## src/rtl/lenet_axil_regs_if.sv

```systemverilog
// AXI4-Lite bus bundle for the LeNet accelerator register file.
// The master modport is the host side, the slave modport the register file.
interface lenet_axil_regs_if #(
  parameter int ADDR_WIDTH = 5,
  parameter int DATA_WIDTH = 32
);
  logic [ADDR_WIDTH-1:0]   awaddr;
  logic [2:0]              awprot;
  logic                    awvalid;
  logic                    awready;
  logic [DATA_WIDTH-1:0]   wdata;
  logic [DATA_WIDTH/8-1:0] wstrb;
  logic                    wvalid;
  logic                    wready;
  logic [1:0]              bresp;
  logic                    bvalid;
  logic                    bready;
  logic [ADDR_WIDTH-1:0]   araddr;
  logic [2:0]              arprot;
  logic                    arvalid;
  logic                    arready;
  logic [DATA_WIDTH-1:0]   rdata;
  logic [1:0]              rresp;
  logic                    rvalid;
  logic                    rready;

  modport master (
    output awaddr, awprot, awvalid, wdata, wstrb, wvalid, bready,
    output araddr, arprot, arvalid, rready,
    input  awready, wready, bresp, bvalid, arready, rdata, rresp, rvalid
  );

  modport slave (
    input  awaddr, awprot, awvalid, wdata, wstrb, wvalid, bready,
    input  araddr, arprot, arvalid, rready,
    output awready, wready, bresp, bvalid, arready, rdata, rresp, rvalid
  );
endinterface

```

## src/rtl/lenet_axil_regs.sv

```systemverilog
// AXI4-Lite register file and load stream for the LeNet core.
// LENET_AXIL_DONE_CLR_ON_READ_EN: a read of RESULT also clears done.
module lenet_axil_regs #(
  parameter int ADDR_WIDTH = 5,
  parameter int DATA_WIDTH = 32,
  parameter int NUM_WEIGHT = 3220,
  parameter int NUM_BIAS   = 10,
  parameter int NUM_FMAP   = 784,
  parameter int IDX_WIDTH  = 12
) (
  input  logic                  ACLK,
  input  logic                  ARESET,
  lenet_axil_regs_if.slave      s_axi,
  output logic                  core_ce,
  output logic                  core_srst,
  output logic                  ld_valid,
  output logic [1:0]            ld_sel,
  output logic [IDX_WIDTH-1:0]  ld_idx,
  output logic [DATA_WIDTH-1:0] ld_data,
  input  logic                  core_done,
  input  logic [3:0]            core_result
);

  localparam int WW = ADDR_WIDTH - 2;
  typedef logic [WW-1:0] word_t;
  typedef logic [IDX_WIDTH-1:0] cnt_t;

  localparam word_t R_CTRL   = word_t'(0);
  localparam word_t R_WEIGHT = word_t'(1);
  localparam word_t R_BIAS   = word_t'(2);
  localparam word_t R_FMAP   = word_t'(3);
  localparam word_t R_STAT   = word_t'(4);
  localparam word_t R_DONE   = word_t'(5);
  localparam word_t R_RESULT = word_t'(6);
  localparam word_t R_SRST   = word_t'(7);

  word_t waddr, raddr;
  logic wr_fire, rd_fire;
  cnt_t cnt_w, cnt_b, cnt_f, push_cnt;
  logic full_w, full_b, full_f;
  logic push_hit, push_full, push_ok, push_err;
  logic [1:0] push_sel;
  logic ce_q, srst_q, done_q, clr, rd_clr, strb_all;
  logic [3:0] result_q;
  logic [DATA_WIDTH-1:0] rd_mux;
  logic unused_ok;

  assign waddr    = s_axi.awaddr[ADDR_WIDTH-1:2];
  assign raddr    = s_axi.araddr[ADDR_WIDTH-1:2];
  assign wr_fire  = s_axi.awready & s_axi.awvalid & s_axi.wvalid;
  assign rd_fire  = s_axi.arready & s_axi.arvalid;
  assign strb_all = &s_axi.wstrb;
  assign full_w   = cnt_w == cnt_t'(NUM_WEIGHT);
  assign full_b   = cnt_b == cnt_t'(NUM_BIAS);
  assign full_f   = cnt_f == cnt_t'(NUM_FMAP);
  assign core_ce   = ce_q;
  assign core_srst = srst_q;
  assign s_axi.rresp = 2'b00;
  assign unused_ok = ^{s_axi.awprot, s_axi.arprot,
                       s_axi.awaddr[1:0], s_axi.araddr[1:0]};

  always_comb begin
    push_hit  = 1'b0;
    push_sel  = 2'd0;
    push_cnt  = cnt_w;
    push_full = full_w;
    unique case (1'b1)
      (waddr == R_WEIGHT): push_hit = 1'b1;
      (waddr == R_BIAS): begin
        push_hit  = 1'b1;
        push_sel  = 2'd1;
        push_cnt  = cnt_b;
        push_full = full_b;
      end
      (waddr == R_FMAP): begin
        push_hit  = 1'b1;
        push_sel  = 2'd2;
        push_cnt  = cnt_f;
        push_full = full_f;
      end
      default: ;
    endcase
  end

  assign push_ok  = wr_fire & push_hit & strb_all & ~push_full;
  assign push_err = push_hit & (~strb_all | push_full);
  // soft reset clears on the write edge and every cycle it stays set
  assign clr = srst_q | (wr_fire & (waddr == R_SRST)
                         & s_axi.wstrb[0] & s_axi.wdata[0]);

`ifdef LENET_AXIL_DONE_CLR_ON_READ_EN
  assign rd_clr = rd_fire & (raddr == R_RESULT);
`else
  assign rd_clr = 1'b0;
`endif

  always_comb begin
    rd_mux = '0;
    unique case (1'b1)
      (raddr == R_CTRL):   rd_mux[0]   = ce_q;
      (raddr == R_STAT):   rd_mux[2:0] = {full_f, full_b, full_w};
      (raddr == R_DONE):   rd_mux[0]   = done_q;
      (raddr == R_RESULT): rd_mux[3:0] = result_q;
      (raddr == R_SRST):   rd_mux[0]   = srst_q;
      default: ;
    endcase
  end

  always_ff @(posedge ACLK or posedge ARESET) begin
    if (ARESET) begin
      s_axi.awready <= 1'b0;
      s_axi.wready  <= 1'b0;
      s_axi.bvalid  <= 1'b0;
      s_axi.bresp   <= 2'b00;
      s_axi.arready <= 1'b0;
      s_axi.rvalid  <= 1'b0;
      s_axi.rdata   <= '0;
      ce_q     <= 1'b0;
      srst_q   <= 1'b0;
      ld_valid <= 1'b0;
      ld_sel   <= 2'd0;
      ld_idx   <= '0;
      ld_data  <= '0;
      cnt_w    <= '0;
      cnt_b    <= '0;
      cnt_f    <= '0;
      done_q   <= 1'b0;
      result_q <= 4'd0;
    end else begin
      s_axi.awready <= s_axi.awvalid & s_axi.wvalid
                       & ~s_axi.bvalid & ~s_axi.awready;
      s_axi.wready  <= s_axi.awvalid & s_axi.wvalid
                       & ~s_axi.bvalid & ~s_axi.awready;
      if (s_axi.bvalid & s_axi.bready)
        s_axi.bvalid <= 1'b0;
      if (wr_fire) begin
        s_axi.bvalid <= 1'b1;
        s_axi.bresp  <= push_err ? 2'b10 : 2'b00;
      end

      ld_valid <= push_ok;
      if (push_ok) begin
        ld_sel  <= push_sel;
        ld_idx  <= push_cnt;
        ld_data <= s_axi.wdata;
      end

      if (wr_fire & s_axi.wstrb[0]) begin
        if (waddr == R_CTRL) ce_q   <= s_axi.wdata[0];
        if (waddr == R_SRST) srst_q <= s_axi.wdata[0];
      end

      if (clr) begin
        cnt_w <= '0;
        cnt_b <= '0;
        cnt_f <= '0;
      end else if (push_ok) begin
        if (push_sel == 2'd0) cnt_w <= cnt_w + 1'b1;
        if (push_sel == 2'd1) cnt_b <= cnt_b + 1'b1;
        if (push_sel == 2'd2) cnt_f <= cnt_f + 1'b1;
      end

      if (clr) begin
        done_q   <= 1'b0;
        result_q <= 4'd0;
      end else if (core_done) begin
        done_q   <= 1'b1;
        result_q <= core_result;
      end else if (rd_clr) begin
        done_q   <= 1'b0;
      end

      s_axi.arready <= s_axi.arvalid & ~s_axi.rvalid & ~s_axi.arready;
      if (s_axi.rvalid & s_axi.rready)
        s_axi.rvalid <= 1'b0;
      if (rd_fire) begin
        s_axi.rvalid <= 1'b1;
        s_axi.rdata  <= rd_mux;
      end
    end
  end

endmodule

```

## src/flat_wrapper.sv

```systemverilog
// flat-port wrapper written by rule: the top's interface ports become plain ports
module lenet_axil_regs_flat 
#(
  parameter int ADDR_WIDTH = 5,
  parameter int DATA_WIDTH = 32,
  parameter int NUM_WEIGHT = 3220,
  parameter int NUM_BIAS   = 10,
  parameter int NUM_FMAP   = 784,
  parameter int IDX_WIDTH  = 12
)
  (ACLK, ARESET, core_ce, core_srst, ld_valid, ld_sel, ld_idx, ld_data, core_done, core_result, s_axi_awaddr, s_axi_awprot, s_axi_awvalid, s_axi_wdata, s_axi_wstrb, s_axi_wvalid, s_axi_bready, s_axi_araddr, s_axi_arprot, s_axi_arvalid, s_axi_rready, s_axi_awready, s_axi_wready, s_axi_bresp, s_axi_bvalid, s_axi_arready, s_axi_rdata, s_axi_rresp, s_axi_rvalid);
  lenet_axil_regs_if #(.ADDR_WIDTH(ADDR_WIDTH), .DATA_WIDTH(DATA_WIDTH)) s_axi_i ();
  input  logic ACLK;
  input  logic ARESET;
  output logic core_ce;
  output logic core_srst;
  output logic ld_valid;
  output logic [1:0] ld_sel;
  output logic [IDX_WIDTH-1:0] ld_idx;
  output logic [DATA_WIDTH-1:0] ld_data;
  input  logic core_done;
  input  logic [3:0] core_result;
  input wire logic [$bits(s_axi_i.awaddr)-1:0] s_axi_awaddr;
  input wire logic [$bits(s_axi_i.awprot)-1:0] s_axi_awprot;
  input wire logic [$bits(s_axi_i.awvalid)-1:0] s_axi_awvalid;
  input wire logic [$bits(s_axi_i.wdata)-1:0] s_axi_wdata;
  input wire logic [$bits(s_axi_i.wstrb)-1:0] s_axi_wstrb;
  input wire logic [$bits(s_axi_i.wvalid)-1:0] s_axi_wvalid;
  input wire logic [$bits(s_axi_i.bready)-1:0] s_axi_bready;
  input wire logic [$bits(s_axi_i.araddr)-1:0] s_axi_araddr;
  input wire logic [$bits(s_axi_i.arprot)-1:0] s_axi_arprot;
  input wire logic [$bits(s_axi_i.arvalid)-1:0] s_axi_arvalid;
  input wire logic [$bits(s_axi_i.rready)-1:0] s_axi_rready;
  output wire logic [$bits(s_axi_i.awready)-1:0] s_axi_awready;
  output wire logic [$bits(s_axi_i.wready)-1:0] s_axi_wready;
  output wire logic [$bits(s_axi_i.bresp)-1:0] s_axi_bresp;
  output wire logic [$bits(s_axi_i.bvalid)-1:0] s_axi_bvalid;
  output wire logic [$bits(s_axi_i.arready)-1:0] s_axi_arready;
  output wire logic [$bits(s_axi_i.rdata)-1:0] s_axi_rdata;
  output wire logic [$bits(s_axi_i.rresp)-1:0] s_axi_rresp;
  output wire logic [$bits(s_axi_i.rvalid)-1:0] s_axi_rvalid;
  assign s_axi_i.awaddr = s_axi_awaddr;
  assign s_axi_i.awprot = s_axi_awprot;
  assign s_axi_i.awvalid = s_axi_awvalid;
  assign s_axi_i.wdata = s_axi_wdata;
  assign s_axi_i.wstrb = s_axi_wstrb;
  assign s_axi_i.wvalid = s_axi_wvalid;
  assign s_axi_i.bready = s_axi_bready;
  assign s_axi_i.araddr = s_axi_araddr;
  assign s_axi_i.arprot = s_axi_arprot;
  assign s_axi_i.arvalid = s_axi_arvalid;
  assign s_axi_i.rready = s_axi_rready;
  assign s_axi_awready = s_axi_i.awready;
  assign s_axi_wready = s_axi_i.wready;
  assign s_axi_bresp = s_axi_i.bresp;
  assign s_axi_bvalid = s_axi_i.bvalid;
  assign s_axi_arready = s_axi_i.arready;
  assign s_axi_rdata = s_axi_i.rdata;
  assign s_axi_rresp = s_axi_i.rresp;
  assign s_axi_rvalid = s_axi_i.rvalid;
  lenet_axil_regs #(.ADDR_WIDTH(ADDR_WIDTH), .DATA_WIDTH(DATA_WIDTH), .NUM_WEIGHT(NUM_WEIGHT), .NUM_BIAS(NUM_BIAS), .NUM_FMAP(NUM_FMAP), .IDX_WIDTH(IDX_WIDTH)) u_core (.ACLK(ACLK), .ARESET(ARESET), .s_axi(s_axi_i), .core_ce(core_ce), .core_srst(core_srst), .ld_valid(ld_valid), .ld_sel(ld_sel), .ld_idx(ld_idx), .ld_data(ld_data), .core_done(core_done), .core_result(core_result));
endmodule
```

## config.mk

```make
export PLATFORM = sky130hd
export DESIGN_NAME = lenet_axil_regs_flat
export DESIGN_NICKNAME = d
export VERILOG_FILES = /design/src/rtl/lenet_axil_regs_if.sv /design/src/rtl/lenet_axil_regs.sv /design/src/flat_wrapper.sv
export SDC_FILE = /design/constraint.sdc
export NUM_CORES = 1
export LEC_CHECK = 0
export ABC_AREA = 1
export BUFFER_PORTS_ARGS = -buffer_cell sky130_fd_sc_hd__buf_2
export CAP_MARGIN = 20
export CORE_ASPECT_RATIO = 1.75
export CORE_UTILIZATION = 47
export CTS_CLUSTER_DIAMETER = 60
export DETAILED_ROUTE_END_ITERATION = 8
export PLACE_DENSITY = 0.76
export SLEW_MARGIN = 10
export SYNTH_ARGS = -nofsm -noshare
export SYNTH_HDL_FRONTEND = slang
export SYNTH_SLANG_ARGS = --single-unit
```

## constraint.sdc

```tcl
create_clock -name ACLK -period 3.6 [get_ports ACLK]
set_clock_uncertainty 0.15 [all_clocks]
set_input_delay 1.08 -clock ACLK [delete_from_list [all_inputs] [get_ports ACLK]]
set_output_delay 1.08 -clock ACLK [all_outputs]
set_load 0.05 [all_outputs]
```

==> results.md <==
Worst setup path:
- STA classifies the critical path startpoint as a primary input.
- The type of the worst setup path is in2reg.
- Of all nets on the critical path, the largest fanout is 34.
- The arrival time of data at the critical path endpoint is 2.90 ns.
- The setup check on the worst reg-to-reg path leaves a slack of 1.18 ns.
- The kind of end point of the critical path is a register.
- STA puts the critical path data required time at ~3.7 ns.

Logic synthesis:
- After synthesis, the netlist uses 38 different library cells.
- After synthesis the cells add up to approximately 5600 µm².
- The proportion of netlist area held by the largest area contributor is 0.441.
- Of all flip-flops after synthesis, the portion carrying an async set or reset was 1.00.
- The cell with the most instances after synthesis is sky130_fd_sc_hd__nand2_1.
- Of the synthesized area, sequential elements account for 0.441.
- By area the synthesized netlist is led by sky130_fd_sc_hd__dfrtp_1, sky130_fd_sc_hd__nand2_1, sky130_fd_sc_hd__nand3_1.
- A synthesized cell averages approximately 7.6 µm².
- The number of flip-flops and latches in the synthesized netlist is slightly below 100.
- The synthesized netlist cell count is between 700 and 800.
- By count the netlist is led by sky130_fd_sc_hd__nand2_1, sky130_fd_sc_hd__nand3_1, sky130_fd_sc_hd__dfrtp_1.
- The synthesized design contains 0 enable-type register cells.
- The most used flip-flop cell after synthesis is sky130_fd_sc_hd__dfrtp_1.
- The number of warnings reported in the yosys synthesis log is 0.
- The largest total area in the synthesized netlist belongs to sky130_fd_sc_hd__dfrtp_1.

Pwr:
- The cell leakage power is 3.44 nW.
- VDD sags by at most 0.000241 V.
- The total power per unit cell area is around 400 nW/µm².

GRT:
- The via count of the first global-routing pass is about 5100.
- For this run the aggregate overflow at the end of global routing stands at 0.
- Entering global routing, the biggest net connects 60 pins.
- The number of antenna violations at the first check in global routing is 0.
- The global-route wire length before repair is approximately 23000 µm.
- Across every metal layer, demand over resource in global routing totals 0.236.

Finish:
- At the end of the flow, the number of nets in the layout was 902.
- The share of final-layout standard cells stronger than drive strength 1 is 0.183.
- Measured on the finished design, the core utilization comes to 0.551.
- The storage element area is approximately 2500 µm².
- The signed area change from the synthesized netlist to the final layout is 13.5%.
- The final antenna diode count is 0.
- In the final layout, the multi-input gates occupy about 2600 µm².
- After filler insertion, the fill cell instance count of the layout stands at 1099.

Route:
- The post-detailed-routing wire length is about 14000 µm.
- The total via count in the routed design is 5162.
- The number of DRC violations after detailed routing is 17.
- The final antenna-violating net count is 0.
- The initial detailed-routing violation count is roughly 380.
- In the final routed layout, each cell accounts on average for approximately 14 µm.
- After detailed routing, the number of vias per cell comes to between 5 and 6.
- The number of optimization iterations in the first detailed-route pass is 9.

Timing:
- For the pin with the worst max-slew slack, the measured transition is ~0.75 ns.
- The total count of max-transition violations in the final report is 0.
- The total of endpoints with negative setup slack in the final report is 0.
- The fraction of the cycle the final worst path needs is 0.781.
- Setup repair after global routing left no endpoint under its margin.
- The fmax is around 360 MHz.
- The number of hold violations in the final report was 0.
- The setup total negative slack is 0 ns.
- The relative slew slack is 0.499.
- The clock period could shrink to about 2.8 ns.

Die:
- Measured along the y axis, the die boundary spans ~150 µm.
- The floorplan die area is approximately 12000 µm².
- The number of top-level design ports is ~150.
- The region available for standard cell placement spans approximately 12000 µm².
- The initial utilization of the core area, before any placement, comes to 0.485.
- In this run the horizontal extent of the chip is around 85 µm.
- The placement row count is 52.

Clock network:
- Clock tree synthesis selected as its root buffer the cell sky130_fd_sc_hd__clkbuf_16.
- The sink count of the clock tree is between 90 and 100.
- After clock tree synthesis, the setup repair step added 0 buffers.
- Clock tree synthesis inserted a total of 9 buffers.
- The number of H-tree levels is 3.
- The CTS tree is built.
- The longest clock path from root to sink contains 2 buffers.
- The quantity of gates resized following cts is 0.
- After clock tree synthesis, the clock-pin slew on the worst setup and hold paths is around 0.070 ns.
- At the later pin of the worst-skew pair, clock insertion delay measures approximately 0.35 ns.
- Hold repair after CTS inserted 0 buffers.

Job:
- Across the run, the number of max-cap violations was 0.

Place:
- The number of buffers inserted by port buffering is between 100 and 150.
- The congestion estimate from routability-driven global placement came to roughly 0.94.
- The half-perimeter wire length of the detailed placement result is just over 10000 µm.

Status:
- The checks that failed: DRC.
- The run finished, with violations left.

Min path:
- The path category of the worst min-delay check is reg2reg.
[stage by stage]
step,hold slack [ns],area (µm²),worst slack (ns),instances,total power [mW]
6_report,0.311,6380,0.788,972,2.55
5_1_grt,0.325,6380,0.593,972,2.64
2_1_floorplan,0.318,5730,1.19,770,1.50
3_3_place_gp,0.293,6070,0.459,956,1.57
4_1_cts,0.306,6380,0.798,972,2.56
3_5_place_dp,0.297,6070,0.436,956,1.57
[sequential cells by signal, summed over array words and instances (netlist names), 2 cells and up]
register            flops
u_core.result_q         4
u_core.ld_idx          12
u_core.cnt_w           12
u_core.cnt_b           12
u_core.s_axi.rdata      4
u_core.ld_sel           2
u_core.cnt_f           12
u_core.ld_data         32
[worst max-delay path, cell delays in order]
cell and delay (ns):
sky130_fd_sc_hd__buf_2 0.11, sky130_fd_sc_hd__nand3_1 0.14, sky130_fd_sc_hd__nor2_1 0.11, sky130_fd_sc_hd__nand3_1 0.12, sky130_fd_sc_hd__nand2_1 0.08, sky130_fd_sc_hd__inv_2 0.50, sky130_fd_sc_hd__nand2_1 0.46, sky130_fd_sc_hd__nand3_1 0.21
sky130_fd_sc_hd__nand2_1 0.07
[cell families (layout without fill, tap and decap cells)]
logic type               after synthesis  in the layout  synth area share
AO/OA/AOI/OAI                         54             54            0.0561
XOR/XNOR                              18             18            0.0281
adder cells (fa/ha/maj)                6              6            0.0134
buffers and inverters                122            189             0.120
flip-flops                            99             99             0.441
other                                  1             31          0.000668
AND/OR/NAND/NOR                      440            440             0.340
[placed cells by master, fill, tap and decap left out, drive strengths merged, types with 2 or more instances in the layout]
master / netlist / final
xnor2: 6 / 6
buf: 66 / 119
nor3b: 3 / 3
dfrtp: 99 / 99
conb: 1 / 31
nor3: 17 / 17
nor2: 81 / 81
a21oi: 12 / 12
o21ai: 23 / 23
inv: 54 / 55
nand3: 111 / 111
clkinv: 0 / 2
o22ai: 8 / 8
xor2: 12 / 12
nand4: 6 / 6
clkinvlp: 0 / 3
nand2: 220 / 220
ha: 6 / 6
clkbuf: 2 / 9
a221oi: 4 / 4
[worst paths after layout]
kind / end / start / cells after the start
setup / recovery: u_core.cnt_b[1]$_DFFE_PP0P_ / s_axi_wvalid / 9
hold / removal: u_core.s_axi.arready$_DFF_PP0_ / u_core.s_axi.arready$_DFF_PP0_ / 1
min in group asynchronous: u_core.ld_data[10]$_DFFE_PP0P_ / ARESET / 2
hold reg to reg: u_core.s_axi.arready$_DFF_PP0_ / u_core.s_axi.arready$_DFF_PP0_ / 1
max in group asynchronous: u_core.s_axi.bvalid$_DFFE_PP0P_ / ARESET / 3
setup reg to reg: u_core.ld_idx[8]$_DFFE_PP0P_ / u_core.cnt_b[0]$_DFFE_PP0P_ / 8
[where the power goes]
part           switching [mW]  total, mW  internal [mW]
logic                   0.308      0.384         0.0764
registers              0.0225       1.16           1.14
clock network           0.448      0.998          0.551
[per-layer routing]
metal / vias to the layer above / global-route usage / share of wire
met4: 0 / 0.117 / 0.032
met5: - / 0 / 0
met2: 213 / 0.421 / 0.53
met1: 2410 / 0.270 / 0.38
met3: 39 / 0.0373 / 0.059
li1: 2500 / - / -
[cell type report]
cell class	count	area share
multi-input cells	549	0.404
flip-flops and latches	99	0.388
repair buffers	119	0.100
clock buffers	9	0.0353
inverters	54	0.0324
well taps	135	0.0265
clock inverters	7	0.0133
(Power assumes the default switching activity.)
